$ cat src/rtl/mad_arbiter.sv
// rtl/mad_arbiter.sv - round-robin arbiter sharing one pipelined MAD unit between requesters
module mad_arbiter #(
  parameter int NUM_REQ     = 4,
  parameter int MAD_LATENCY = 2
) (
  input  logic                  clk_i,
  input  logic                  rst_i,
  input  logic [NUM_REQ-1:0]    req_valid_i,
  output logic [NUM_REQ-1:0]    req_ready_o,
  input  logic [NUM_REQ*32-1:0] req_operand_a_i,
  input  logic [NUM_REQ*32-1:0] req_operand_b_i,
  output logic [NUM_REQ-1:0]    rsp_valid_o,
  input  logic [NUM_REQ-1:0]    rsp_ready_i,
  output logic [NUM_REQ*32-1:0] rsp_result_o,
  output logic                  mad_valid_o,
  output logic [31:0]           mad_operand_a_o,
  output logic [31:0]           mad_operand_b_o,
  input  logic [31:0]           mad_result_i,
  output logic                  busy_o
);

  localparam int IdW = $clog2(NUM_REQ);

  typedef enum logic [1:0] {
    ST_IDLE     = 2'd0,
    ST_INFLIGHT = 2'd1,
    ST_RESP     = 2'd2
  } state_e;

  state_e                          state_q [NUM_REQ];
  state_e                          state_d [NUM_REQ];
  logic [31:0]                     rsp_q   [NUM_REQ];
  logic [31:0]                     rsp_d   [NUM_REQ];
  logic [IdW-1:0]                  ptr_q, ptr_d;
  logic [MAD_LATENCY-1:0]          tag_vld_q, tag_vld_d;
  logic [MAD_LATENCY-1:0][IdW-1:0] tag_id_q, tag_id_d;

  logic [NUM_REQ-1:0] eligible;
  logic               gnt;
  logic [IdW-1:0]     gnt_id;
  logic [IdW-1:0]     scan_idx;
  logic               exit_vld;
  logic [IdW-1:0]     exit_id;

  always_comb begin
    eligible = '0;
    for (int i = 0; i < NUM_REQ; i++) begin
      eligible[i] = req_valid_i[i] && (state_q[i] == ST_IDLE);
    end
  end

  // First eligible index at or after the pointer wins; reset suppresses any grant.
  always_comb begin
    gnt      = 1'b0;
    gnt_id   = '0;
    scan_idx = '0;
    for (int k = 0; k < NUM_REQ; k++) begin
      scan_idx = IdW'((int'(ptr_q) + k) % NUM_REQ);
      if (!gnt && eligible[scan_idx]) begin
        gnt    = 1'b1;
        gnt_id = scan_idx;
      end
    end
    if (rst_i) begin
      gnt = 1'b0;
    end
  end

  always_comb begin
    ptr_d = ptr_q;
    if (gnt) begin
      ptr_d = (int'(gnt_id) == NUM_REQ - 1) ? '0 : gnt_id + IdW'(1);
    end
  end

  always_comb begin
    req_ready_o = '0;
    if (gnt) begin
      req_ready_o[gnt_id] = 1'b1;
    end
  end

  assign mad_valid_o     = gnt;
  assign mad_operand_a_o = gnt ? req_operand_a_i[32*gnt_id +: 32] : 32'h0;
  assign mad_operand_b_o = gnt ? req_operand_b_i[32*gnt_id +: 32] : 32'h0;

  always_comb begin
    tag_vld_d    = '0;
    tag_id_d     = '0;
    tag_vld_d[0] = gnt;
    tag_id_d[0]  = gnt_id;
    for (int s = 1; s < MAD_LATENCY; s++) begin
      tag_vld_d[s] = tag_vld_q[s-1];
      tag_id_d[s]  = tag_id_q[s-1];
    end
  end

  assign exit_vld = tag_vld_q[MAD_LATENCY-1];
  assign exit_id  = tag_id_q[MAD_LATENCY-1];

  // The result on mad_result_i belongs to whichever id leaves the tag pipeline.
  always_comb begin
    for (int i = 0; i < NUM_REQ; i++) begin
      state_d[i] = state_q[i];
      rsp_d[i]   = rsp_q[i];
      case (state_q[i])
        ST_IDLE: begin
          if (req_ready_o[i]) begin
            state_d[i] = ST_INFLIGHT;
          end
        end
        ST_INFLIGHT: begin
          if (exit_vld && (exit_id == IdW'(i))) begin
            state_d[i] = ST_RESP;
            rsp_d[i]   = mad_result_i;
          end
        end
        ST_RESP: begin
          if (rsp_ready_i[i]) begin
            state_d[i] = ST_IDLE;
          end
        end
        default: state_d[i] = ST_IDLE;
      endcase
    end
  end

  always_comb begin
    rsp_valid_o = '0;
    busy_o      = 1'b0;
    for (int i = 0; i < NUM_REQ; i++) begin
      rsp_valid_o[i] = (state_q[i] == ST_RESP);
      if (state_q[i] != ST_IDLE) begin
        busy_o = 1'b1;
      end
    end
  end

  for (genvar g = 0; g < NUM_REQ; g++) begin : g_rsp
    assign rsp_result_o[32*g +: 32] = rsp_q[g];
  end

  always_ff @(posedge clk_i) begin
    if (rst_i) begin
      ptr_q     <= '0;
      tag_vld_q <= '0;
      tag_id_q  <= '0;
      for (int i = 0; i < NUM_REQ; i++) begin
        state_q[i] <= ST_IDLE;
        rsp_q[i]   <= '0;
      end
    end else begin
      ptr_q     <= ptr_d;
      tag_vld_q <= tag_vld_d;
      tag_id_q  <= tag_id_d;
      for (int i = 0; i < NUM_REQ; i++) begin
        state_q[i] <= state_d[i];
        rsp_q[i]   <= rsp_d[i];
      end
    end
  end

endmodule

$ cat config.mk
export PLATFORM = sky130hd
export DESIGN_NAME = mad_arbiter
export DESIGN_NICKNAME = d
export VERILOG_FILES = /design/src/rtl/mad_arbiter.sv
export SDC_FILE = /design/constraint.sdc
export NUM_CORES = 1
export LEC_CHECK = 0
export BUFFER_PORTS_ARGS = -buffer_cell sky130_fd_sc_hd__buf_2
export CAP_MARGIN = 20
export CORE_AREA = 10 10 185 187
export CTS_BUF_LIST = sky130_fd_sc_hd__clkbuf_16
export DETAILED_ROUTE_END_ITERATION = 10
export DIE_AREA = 0 0 195 197
export GPL_ROUTABILITY_DRIVEN = 0
export HOLD_SLACK_MARGIN = 0.15
export PLACE_DENSITY = 0.59
export SKIP_CTS_REPAIR_TIMING = 1
export SKIP_LAST_GASP = 1
export SYNTH_ARGS = -nofsm -noshare
export SYNTH_HDL_FRONTEND = slang
export SYNTH_SLANG_ARGS = --single-unit
$ cat constraint.sdc
create_clock -name clk_i -period 4.2 [get_ports clk_i]
set_input_delay 0.42 -clock clk_i [delete_from_list [all_inputs] [get_ports clk_i]]
set_output_delay 0.42 -clock clk_i [all_outputs]
set_load 0.1 [all_outputs]
# Word-level counts from Yosys, hierarchy flattened
# Memories as Yosys holds them, arrays and structs flattened.
# Cells that the tools add are included.
[totals]
reg_bits = 8
ram_bits = 136
in_bits = 298
output_inout_bits = 202
word_cells = 124
memories = 2
[memory_table]
columns = ["memory", "depth", "word_bits", "read_ports", "rd_clocked_by_memory_dff", "write_ports", "line", "text"]
rows = [
  ["rsp_q", 4, 32, 4, 0, 4, "32", "logic [31:0] rsp_q [NUM_REQ];"],
  ["state_q", 4, 2, 4, 0, 4, "30", "state_e state_q [NUM_REQ];"],
]
[op_classes]
add_sub_neg = 4
order_cmp = 6
n_eq_ne = 12
shift = 2
muxes = 62
bitwise = 8
reduce_logical = 24
[ops]
columns = ["op", "n"]
rows = [
  ["$mux 32", 14],
  ["$shiftx 128x8->32", 2],
  ["$mux 2", 21],
  ["$pmux 2 s3", 4],
  ["$mux 1", 17],
  ["$lt 2x3->1 const B", 5],
  ["$eq 2x1->1 const B", 6],
  ["$eq 2x2->1 const B", 6],
  ["$logic_and 1x1->1", 12],
  ["$logic_not 2->1", 5],
  ["$bmux 1 s2", 4],
  ["$or 1x1->1", 8],
  ["$reduce_bool 2->1", 4],
  ["$add 2x1->2 const B", 2],
  ["$add 2x2->2 const B", 2],
  ["$mux 4", 1],
  ["$logic_not 1->1", 3],
  ["$demux 1 s2", 1],
  ["$ge 2x1->1 const B", 1],
]

# Logic depth before layout (Yosys ltp)
# Gate-level depths: netlist of run 1.
[depth]
word_depth = 22
mapped_depth = 11
ltp_nobuf = 8

# Worst setup path after synthesis of run 1
# Ideal clock, no wire load.
[synth_path]
kind = "input -> output"
from = "input req_valid_i[0]"
to = "output mad_operand_b_o[10]"
arrival_time_ps = 4134
required_ps = 3780
path_slack_ps = -354
cell_stages = 7
path_buffers = 3
cell_sequence = "or3b_1 buf_2 a31oi_2 nand3_1 clkbuf_1 clkbuf_1 o22ai_1"
[synth_between]
elab_chain_len = 15
elab_cells_between_ends = 26
classes_between = "shift: 1; mux: 18; reduce/logical: 7"
[synth_rtl]
columns = ["item", "line", "text"]
rows = [
  ["start, declared", "8", "input logic [NUM_REQ-1:0] req_valid_i,"],
  ["$logic_and 1x1->1 (*)", "48", "eligible[i] = req_valid_i[i] && (state_q[i] == ST_IDLE);"],
  ["$bmux 1 s2", "59", "if (!gnt && eligible[scan_idx]) begin"],
  ["$mux 1 (not written as such)", "59", ""],
  ["$mux 1", "59", ""],
  ["$logic_not 1->1", "59", ""],
  ["$logic_and 1x1->1", "59", ""],
  ["$mux 1", "59", ""],
  ["$logic_not 1->1", "59", ""],
  ["$logic_and 1x1->1", "59", ""],
  ["$mux 1", "59", ""],
  ["$logic_not 1->1", "59", ""],
  ["$logic_and 1x1->1", "59", ""],
  ["$mux 1 (*)", "59", ""],
  ["$mux 1 (*)", "64", "if (rst_i) begin"],
  ["net mad_valid_o", "15", "output logic mad_valid_o,"],
  ["$mux 32 (*)", "85", "assign mad_operand_b_o = gnt ? req_operand_b_i[32*gnt_id +: 32] : 32'h0;"],
  ["end, declared", "17", "output logic [31:0] mad_operand_b_o,"],
]
# Mark *: on every way through the listed nets, which the timed path passes. The rest lies on a longest branch. The select of a mux whose other input is x is not followed.

==> flow_results.org, run 1 <==
** Global route
- Entering global routing, the biggest net connects 94 pins.
- The number of global-route vias before repair was 8,365.
- Overall fraction of global-route tracks in use :: 0.197
- Initial antenna violation count :: 24
- The first global-routing pass estimated 57.0 mm of wire.
- Summed over all layers, the global routing overflow is 0.

** Power
- Pwr/cell area :: 690 nW/µm²
- Static power due to leakage :: 0.00499 µW
- Across the VDD grid, the largest voltage drop is 533 µV.

** Drt
- Number of antenna-violating nets in the routed design :: 0
- Dividing the detail-routed via count by the number of cells gives 4.70.
- The detailed router finished its first iteration with 379 violations.
- After detailed routing, the number of remaining DRC violations is 0.
- After detailed routing, the average wire length per cell comes to 22.8 µm.
- Final wirelength :: 40.1 mm
- Total vias in the final route :: 8,248
- Before antenna repair, the detailed router went through 5 iterations.

** Layout
- After filler insertion, the fill cell instance count of the layout stands at 3,221.
- Layout cells sized above 1 :: 0.440
- With fillers left out, the area of the finished cells amounts to 10,600 µm².
- The area growth from synthesis to layout is 51.5%.
- After the last flow step, the layout net total stands at 1,635.
- Multi-input logic area :: 3980 µm²
- Across the whole layout, storage elements account for 2880 µm².
- Non-filler cells, final :: 1,755

** Logic synthesis
- Of the total synthesized cell area, the portion taken by XOR and XNOR cells is 0.
- The share of the Yosys chip area taken by registers is 0.410.
- Mapped cell area :: 7030 µm²
- Mux cell area share after synthesis :: 0.184
- After synthesis, the largest family of logic cells by area is multiplexers.
- Synthesis handed over a netlist of 873 instances.
- FF+latch count, synth :: 144
- Of the total synthesized cell area, the portion taken by full adders, half adders and majority gates is 0.00178.
- Each instance of the synthesized netlist takes up on average 8.05 µm².
- Distinct cell type count after synthesis :: 32
- Of the total synthesized cell area, the portion taken by AND, OR, NAND and NOR gates is 0.183.
- The Yosys step of the flow raised 0 warnings.
- The fraction of the mapped netlist area in compound gates came to 0.165.
- Post-synth net total :: 1,172

** Clock tree
- Clock Tree Root :: clkbuf_16
- In this run, CTS created clock tree buffers numbering 17.
- Sinks on Clock Net :: 144
- Clock-pin slew on the worst setup and hold paths :: 60 ps
- TritonCTS built the clock tree.
- Clock latency on the worst-skew pair :: 430 ps
- Counting along the longest clock path gives a buffer depth of 2.
- The H-tree was split into 4 levels.

** STA
- Maximum clock frequency :: 253 MHz
- For the final database, setup skew stands at 15.0 ps.
- Dividing the final minimum period by the clock period gives 0.941.
- The clock period could shrink to 3950 ps.
- Setup violations remaining at the end of the flow were counted as 0.
- Hold violation count in the final report :: 0
- Setup repair after global routing left no endpoint under its margin.
- Worst slew margin :: 0.371
- Actual transition at the worst max-transition pin :: 944 ps
- Setup TNS Final :: 0 ps
- The max-slew violation total from the final report is 0.

** Critical path
- STA classifies the critical path endpoint as an output pin.
- The worst register-to-register path begins at state_q[3][1]$_SDFFE_PP0P_.
- Data arrives at the worst endpoint at 3530 ps.
- R2r worst-path depth :: 8
- The most critical setup path has its startpoint at state_q[3][1]$_SDFFE_PP0P_.
- Largest driver fanout on the critical path :: 93
- In this run the worst setup path terminates at mad_operand_b_o[5].
- WS Path Type :: register to output pin
- For the worst setup path, the data required time is 3780 ps.
- For flop-to-flop paths, the worst setup slack is 1650 ps.
- Crit Reg-Reg Endpoint :: state_q[3][0]$_SDFFE_PP0P_
- Startpoint type of the worst setup path :: register

** Status
- The flow ran to the end, and the final reports show no timing, DRC or antenna violations.

** Floorplan
- The initial utilization of the core area, before any placement, comes to 0.231.
- Horizontal die dimension :: 195 µm
- Floorplan die area :: 38,400 µm²
- In this run the vertical extent of the chip is 197 µm.
- After floorplanning, the core was divided into 64 placement rows.
- Core area :: 30,400 µm²
- During I/O placement, the number of pins put on the boundary was 500.

** Hold path
- The min-delay analysis places its worst path in the category primary input to register.
- The worst hold path was traced through 3 stages.

** Job
- Number of maximum-capacitance violations :: 0

** Placement
- Total placed instance area :: 10,000 µm²
- Port-buffer cells :: 499
- Detailed placer's ending HPWL :: 32.7 mm
- Total instance count after detailed placement :: 1,713
layout make-up:
type	count	share of cell area
multi-input combinational	651	0.374
sequential	144	0.271
timing repair buffer	519	0.250
tap	396	0.0465
clock buffer	17	0.0400
clock inverter	15	0.0141
inverter	3	0.00235
antenna	10	0.00235
flip-flops by register name (all words and copies together), names as in the netlist:
register and cells:
exit_id 2, ptr_q 2, rsp_q 128, state_q 8, tag_id_d 2, tag_vld_q 2
logic make-up (layout without fill, tap and decap cells):
logic type / count (synthesis) / count (layout)
AND/OR/NAND/NOR: 311 / 311
AO/OA/AOI/OAI: 210 / 210
flip-flops: 144 / 144
multiplexers: 129 / 129
buffers and inverters: 78 / 554
adder cells (fa/ha/maj): 1 / 1
other: 0 / 10
synth_stat cells (all sizes together):
library cell    n  area share
and3b           1      0.0012
dfxtp         144        0.41
or3             1     0.00089
nor4            1     0.00089
mux2i         129        0.18
inv             3      0.0016
nand3           5      0.0036
a21bo           1      0.0014
a21oi         135       0.096
nand2b          6      0.0053
nor3            3      0.0021
or4b            1      0.0014
a22oi           2      0.0021
o22ai          66       0.059
and2            2      0.0018
nor3b           4      0.0043
nor2b          11      0.0098
a31oi           2      0.0027
clkbuf         55       0.029
nor2            9      0.0048
ha              1      0.0018
nand3b          2      0.0021
buf            20       0.025
o21ai           2      0.0020
nand2         260        0.14
o32ai           1      0.0012
o21a            1      0.0011
or3b            5      0.0062
metrics by stage:
| step | hold slack (ps) | utilization | power [µW] | setup WS, ps |
|---|---|---|---|---|
| finish | 254 | 0.350 | 7350 | 248 |
| global route | 247 | 0.350 | 7630 | 48.3 |
| CTS | 227 | 0.349 | 7410 | 211 |
| detailed placement | 430 | 0.330 | 5900 | 572 |
| global placement | 418 | 0.330 | 5870 | 664 |
| floorplan | 414 | - | 5110 | -354 |
how the worst min path moves through the flow:
stage | start | to | slack, ps
after floorplan | tag_id_d[2]$_SDFF_PP0_ | exit_id[0]$_SDFF_PP0_ | 410
after global placement | tag_id_d[3]$_SDFF_PP0_ | exit_id[1]$_SDFF_PP0_ | 420
after detailed placement | tag_id_d[2]$_SDFF_PP0_ | exit_id[0]$_SDFF_PP0_ | 430
after CTS | rsp_ready_i[2] | state_q[2][1]$_SDFFE_PP0P_ | 230
after global routing | mad_result_i[12] | rsp_q[0][12]$_SDFFE_PP0P_ | 250
final | rsp_ready_i[2] | state_q[2][1]$_SDFFE_PP0P_ | 250
critical path: stages, from the launching register on:
cell	delay (ps)
dfxtp_1	370
or3b_1	430
a21oi_1	190
o21ai_2	110
bufinv_8	720
buf_4	400
mux2i_1	120
o22ai_1	170
buf_2	460
power breakdown:
group | internal (µW) | total (µW) | switching (µW)
clock | 834 | 1490 | 657
sequential | 1430 | 1480 | 51.6
combinational | 997 | 4370 | 3380
total | 3260 | 7350 | 4090
placed cells by master, fill, tap and decap left out, types with 3 or more instances in the layout:
master / synthesis / layout
a21oi_1: 135 / 135
buf_2: 8 / 498
buf_4: 0 / 20
clkbuf_16: 0 / 17
clkinvlp_4: 0 / 4
dfxtp_1: 144 / 144
diode_2: 0 / 10
inv_6: 0 / 5
inv_8: 0 / 3
mux2i_1: 129 / 129
nand2_1: 260 / 260
nand2b_1: 6 / 6
nand3_1: 5 / 4
nor2_1: 9 / 6
nor2_2: 0 / 3
nor2b_1: 11 / 10
nor3b_1: 4 / 3
o22ai_1: 66 / 36
o22ai_2: 0 / 30
or3b_1: 5 / 5
layer usage:
metal	GRT usage	vias up	share of wire
met1	0.204	3817	0.36
met4	0.0715	0	0.032
met2	0.362	399	0.52
met3	0.0650	81	0.084
met5	0	-	0
li1	-	3951	-
No activity file was read; power rests on OpenSTA's default activity.
==> run 2, diff against run 1 <==
==> constraint.sdc (replaced) <==
create_clock -name clk_i -period 4.2 [get_ports clk_i]
set_input_delay 0.42 -clock clk_i [delete_from_list [all_inputs] [get_ports clk_i]]
set_output_delay 0.42 -clock clk_i [all_outputs]
set_load 0.05 [all_outputs]
==> run 2 against run 1 <==
- clock power up 11%
- core utilization fell by 0.69 points
- clock skew down 8.4 ps
- via count fell by 1.0%
- clock-buffer cell count did not move
- worst setup slack improved by 340 ps
- critical path type unchanged
- critical endpoint is now mad_operand_b_o[29]
==> flow_results.org, run 2 (synthesized netlist as in run 1, its figures left out) <==
** Layout
- Register bank with the most flops :: rsp_q
- Commonest non-fill, non-tap cell in the layout :: buf_2
- Max FFs per register :: 128
- For this run, the post-layout net count is 1,629.
- The top cell types in the final layout, fill and taps aside, are buf_2, nand2_1, dfxtp_1.
- Area delta synth->final :: 48.5%
- The filler cells instantiated in the layout total 3,304.
- Of the cells placed in the final design, the portion with a size suffix greater than 1 is 0.412.
- The largest registers in the layout are rsp_q x128, state_q x8.

** Floorplan
- For this configuration, the core starts out at a cell density of 0.231.
- The die covers 38,400 µm².
- Core area :: 30,400 µm²
- Horizontal die dimension :: 195 µm
- Standard-cell rows :: 64
- During I/O placement, the number of pins put on the boundary was 500.
- Vertical die dimension :: 197 µm

** Power
- In this run the power spent charging and discharging nets is 2800 µW.
- The internal power of the cells totals 3380 µW.
- Static power due to leakage :: 0.00493 µW
- Of the total power, the clock network draws 0.268.
- Switching share of power :: 0.453
- VDD sags by at most 454 µV.
- Of the total power, combinational logic draws 0.492.
- Dividing total power by cell area gives a power density of 592 nW/µm².
- Sequential power share :: 0.240

** Critical path
- Worst path top cell family by delay :: buffers and inverters
- Crit Reg-Reg Endpoint :: state_q[3][0]$_SDFFE_PP0P_
- Critical Path Stages :: 8
- Cell Chain, Critical Path :: or3b_1 > o21a_1 > o21ai_2 > inv_6 > buf_4 > mux2i_1 > o22ai_1 > buf_2
- Across all register-to-register paths, the minimum setup slack is 1700 ps.
- Data on the critical path arrives at its endpoint at 3190 ps.
- CP bufs+invs :: 3
- Critical path launch point :: state_q[0][1]$_SDFFE_PP0P_
- Critical path data required time :: 3780 ps
- Largest incremental delay on the critical path :: 500 ps
- The worst setup path is launched from a register.
- The setup path with the least slack is of type register to output pin.
- R2r worst-path depth :: 8
- RR Startpoint :: state_q[0][1]$_SDFFE_PP0P_
- End point of the critical path :: mad_operand_b_o[29]
- STA classifies the critical path endpoint as an output pin.
- Largest driver fanout on the critical path :: 61
- CP max stage cell :: or3b_1

** Clock tree
- Worst-case clock buffer depth :: 2
- TritonCTS clock tree :: yes
- The H-tree was split into 4 levels.
- Clock latency on the worst-skew pair, taken at its later pin, is 420 ps.
- Clock Tree Root :: clkbuf_16
- Buffers inserted during clock tree synthesis total 17.
- Sinks on Clock Net :: 144
- Clock-pin slew on the worst setup and hold paths :: 60 ps

** Global route
- Wire length of the first global-routing pass :: 53.7 mm
- Initial antenna violation count :: 12
- The number of global-route vias before repair came to 8,112.
- Pin count of the biggest net entering global routing :: 69
- Summed over all layers, the global routing overflow is 0.
- In the global route stage, overall resource usage came out at 0.183.

** Drt
- Routed len/inst :: 21.6 µm
- After detailed routing, the number of remaining DRC violations is 0.
- The detailed router placed 8,162 vias in this run.
- Summed over all layers, the routed wires come to 37.7 mm.
- Number of antenna-violating nets in the routed design :: 0
- The detailed router finished its first iteration with 507 violations.
- Router iterations before antenna repair :: 4
- Dividing the detail-routed via count by the number of cells gives 4.69.

** STA
- The hold violation total from the final report came to 0.
- Actual transition at the worst max-transition pin :: 877 ps
- Measured against its own limit, the worst slew margin works out to 0.414.
- Final count of negative-setup-slack endpoints :: 0
- Maximum clock frequency :: 277 MHz
- Setup slack closes at 586 ps.
- Across the routed clock network, the largest skew measured is 6.61 ps.
- For the finished layout, the period the worst path requires is 3610 ps.
- Setup repair after global routing left no endpoint under its margin.
- Setup TNS Final :: 0 ps
- The max-slew violation total from the final report is 0.
- Dividing the final minimum period by the clock period gives 0.860.

** Hold path
- The worst hold path belongs to the class primary input to register.

** Placement
- During placement, the flow inserted port buffers numbering 499.
- Minimum setup slack after placement :: 973 ps
- The HPWL after detailed placement is 30.5 mm.

** Job
- Number of maximum-capacitance violations :: 0

** Status
- The flow ran to the end, and the final reports show no timing, DRC or antenna violations.
run 2: changes by cell type in the layout (fill, tap and decap cells not counted), sizes merged:
cell      delta
diode        -8
clkinvlp     -2
inv          -5
bufinv       +3
clkinv       +4
buf          -6
run 2: worst min path at each step:
stage / to / start / cells past startpoint
finish: state_q[3][1]$_SDFFE_PP0P_ / rsp_ready_i[3] / 3
global route: state_q[0][1]$_SDFFE_PP0P_ / rsp_ready_i[0] / 3
CTS: state_q[0][1]$_SDFFE_PP0P_ / rsp_ready_i[0] / 3
detailed placement: exit_id[0]$_SDFF_PP0_ / tag_id_d[2]$_SDFF_PP0_ / 1
global placement: tag_vld_q[1]$_SDFF_PP0_ / tag_vld_q[0]$_SDFF_PP0_ / 1
floorplan: exit_id[0]$_SDFF_PP0_ / tag_id_d[2]$_SDFF_PP0_ / 1
run 2: power by group through the flow:
stage          logic (µW)  registers [µW]  clock network [µW]
4_1_cts              3050            1480                1690
5_1_grt              3220            1490                1750
2_1_floorplan        2250            1590                   0
6_report             3040            1490                1660
3_5_place_dp         3050            1510                   0
3_3_place_gp         3030            1510                   0
run 2: layout make-up:
cell class,instances,area (µm²),share of cell area
multi-input combinational,651,3780,0.362
antenna,2,5.00,0.000479
sequential,144,2880,0.276
tap,396,495,0.0475
clock buffer,17,425,0.0408
inverter,3,16.3,0.00156
timing repair buffer,513,2620,0.251
clock inverter,15,216,0.0207
run 2: routing by layer:
layer  up-vias  GRT usage  share of wire
li1       3935          -              -
met1      3788      0.208           0.39
met2       384      0.305           0.48
met3        49     0.0859           0.11
met4         6     0.0450          0.015
met5         -          0         0.0011
run 2: tightest hold or removal path: stages:
cell and delay (ps):
buf_2 70, nand2b_1 90, a21oi_1 60
run 2: per-stage QoR:
stage / hold slack [ps] / area (µm²) / utilization / cells / power [µW]
after floorplan: 414 / 7030 / - / 873 / 3840
after global placement: 417 / 9790 / 0.322 / 1707 / 4540
after detailed placement: 424 / 9790 / 0.322 / 1707 / 4560
after CTS: 235 / 10400 / 0.343 / 1739 / 6230
after global routing: 254 / 10400 / 0.343 / 1741 / 6460
final: 261 / 10400 / 0.343 / 1741 / 6180
==> run 3, diff against run 2 <==
SKIP_LAST_GASP = default   (was 1)
clock period = 4.5 ns   (was 4.2 ns; I/O delays follow)
==> run 3 against run 2 <==
- final cell count hardly changed
- first-iteration DRC count fell by 2.2%
- highest routed layer unchanged
- core utilization fell by 0.32 points
- worst hold slack improved by 23 ps
- clock power shrank 20%
- wire length increased by 0.23%
- die area unchanged
- sequential power down 7%
- design area is 0.93% lower
- clock-buffer cell count is the same
- flip-flop and latch count did not move
==> flow_results.org, run 3 (synthesized netlist as in run 1, its figures left out) <==
** Drt
- Using the TritonRoute via totals, the vias-per-cell ratio works out to 4.69.
- Router iterations before antenna repair :: 5
- Wires add up to 37.8 mm.
- Count of routing violations after the opening detailed-route iteration :: 496
- Routed len/inst :: 21.7 µm
- After detailed routing, the number of remaining DRC violations is 0.
- Once detail routing completed, the nets flagged for antenna violations numbered 0.
- Total vias in the final route :: 8,157

** Global route
- Initial antenna violation count :: 11
- For this run, the total global-route usage over all layers was measured as 0.184.
- The total overflow left after global routing is 0.
- Pin count of the biggest net entering global routing :: 97
- Wire length of the first global-routing pass :: 54.3 mm
- The number of global-route vias before repair was 8,324.

** Critical path
- WS Path Type :: register to output pin
- The worst register-to-register path has a setup slack of 1850 ps.
- The startpoint identified for the worst register-to-register timing path is state_q[0][1]$_SDFFE_PP0P_.
- Arrival @ worst endpoint :: 3260 ps
- R2r worst-path depth :: 8
- Crit Reg-Reg Endpoint :: state_q[3][0]$_SDFFE_PP0P_
- Startpoint type of the worst setup path :: register
- Critical path data required time :: 4050 ps
- The critical path ends at mad_operand_a_o[12].
- The critical path starts at state_q[3][1]$_SDFFE_PP0P_.
- Along the worst path, the maximum fanout reaches 79.
- Endpoint kind of the worst setup timing path :: output pin

** Clock tree
- The longest clock path from root to sink contains 2 buffers.
- The clock reaches the later pin of the worst-skew pair after 430 ps.
- Clock tree synthesis inserted a total of 17 buffers.
- The H-tree was split into 4 levels.
- Counting every sink on the clock net gives 144.
- TritonCTS clock tree :: yes
- Clock-pin slew on the worst setup and hold paths :: 60 ps
- The cell sitting at the root of the clock tree is a clkbuf_16.

** STA
- Setup violations remaining at the end of the flow were counted as 0.
- Setup repair after global routing left no endpoint under its margin.
- Hold violation count in the final report :: 0
- Maximum clock frequency :: 270 MHz
- Actual transition at the worst max-transition pin :: 1050 ps
- The worst path meets setup with 789 ps of slack.
- In the final timing run, aggregate negative setup slack is 0 ps.
- Hold WS :: 285 ps
- Of the available clock period, the critical path in the final layout requires 0.825.
- Between clock sinks in the finished design, the worst skew comes to 12.9 ps.
- Max-slew violations :: 0
- The worst pin sits at a relative slew slack of 0.300.
- After layout, the minimum clock period comes to 3710 ps.

** Layout
- Most frequent cells in the layout :: buf_2, nand2_1, dfxtp_1
- In the final layout, the share of cells above drive strength 1 is 0.412.
- Core utilization of the finished layout :: 0.340
- Commonest non-fill, non-tap cell in the layout :: buf_2
- The largest registers in the layout are rsp_q x128, state_q x8.
- Register bank with the most flops :: rsp_q
- Nets :: 1,629
- The layout has 3,273 filler cells.
- Relative to the synthesized area, the layout overhead comes to 47.1%.
- After routing the design area is 10,300 µm².
- The register with the most flip-flops in the layout has 128 of them.

** Power
- Pwr/cell area :: 538 nW/µm²
- The worst-case IR drop observed on VDD is 458 µV.
- The analysis attributes to cell leakage a power of 0.00487 µW.

** Floorplan
- Starting Density :: 0.231
- IO Count :: 500
- The initialized floorplan defines 64 standard-cell rows.
- Horizontal die dimension :: 195 µm
- The floorplan step defined a core boundary enclosing 30,400 µm².
- Floorplan die area :: 38,400 µm²
- The die is 197 µm tall.

** Job
- Number of maximum-capacitance violations :: 0

** Placement
- Detailed placer's ending HPWL :: 30.7 mm
- Total placed instance area :: 9790 µm²
- Minimum setup slack after placement :: 1140 ps
- Port-buffer cells :: 499

** Hold path
- Cell depth of the worst min-delay path :: 3
- The min-delay analysis places its worst path in the category primary input to register.

** Status
- Run status :: complete, no violations
run 3: cell count changes in the layout (fill, tap and decap cells not counted), sizes merged:
| cell | previous run | this run |
|---|---|---|
| clkinv | 5 | 9 |
| bufinv | 5 | 1 |
| inv | 6 | 4 |
| clkinvlp | 2 | 4 |
| diode | 2 | 1 |
run 3: cell type report:
type                            instances  area [µm²]  share of cell area
Multi-Input combinational cell        651        3780               0.366
Clock inverter                         15         121              0.0117
Sequential cell                       144        2880               0.279
Antenna cell                            1        2.50            0.000242
Inverter                                3        16.3             0.00157
Tap cell                              396         495              0.0479
Timing Repair Buffer                  513        2620               0.253
Clock buffer                           17         425              0.0411
run 3: worst min-delay path by stage:
| stage | from | slack [ps] | end |
|---|---|---|---|
| floorplan | tag_id_d[2]$_SDFF_PP0_ | 410 | exit_id[0]$_SDFF_PP0_ |
| global placement | tag_vld_q[0]$_SDFF_PP0_ | 420 | tag_vld_q[1]$_SDFF_PP0_ |
| detailed placement | tag_vld_q[0]$_SDFF_PP0_ | 420 | tag_vld_q[1]$_SDFF_PP0_ |
| CTS | rsp_ready_i[0] | 260 | state_q[0][1]$_SDFFE_PP0P_ |
| global route | rsp_ready_i[3] | 290 | state_q[3][1]$_SDFFE_PP0P_ |
| finish | rsp_ready_i[3] | 280 | state_q[3][1]$_SDFFE_PP0P_ |
run 3: critical path, cell delays in order, from the launching register on:
cell and delay [ps]:
dfxtp_1 370, or3b_1 450, a21oi_1 200, o21ai_2 140, inv_6 650, buf_12 350
mux2i_1 120, o22ai_1 140, buf_2 290
run 3: per-stage QoR:
stage,total power (µW),std cells
detailed placement,4270,1707
finish,5560,1740
floorplan,3590,873
global placement,4250,1707
CTS,5610,1739
global route,5810,1739
run 3: layer usage:
layer	global-route usage	share of wire	vias to the layer above
met3	0.0732	0.11	41
met2	0.321	0.50	397
met5	0	0.00034	-
met4	0.0322	0.012	2
li1	-	-	3932
met1	0.211	0.39	3785
run 3: where the power goes:
part	leakage [µW]	switching [µW]	total (µW)	internal, µW
sequential	0.00116	52.0	1390	1330
clock	0.000258	566	1320	753
combinational	0.00345	2010	2860	849
total	0.00487	2620	5560	2940
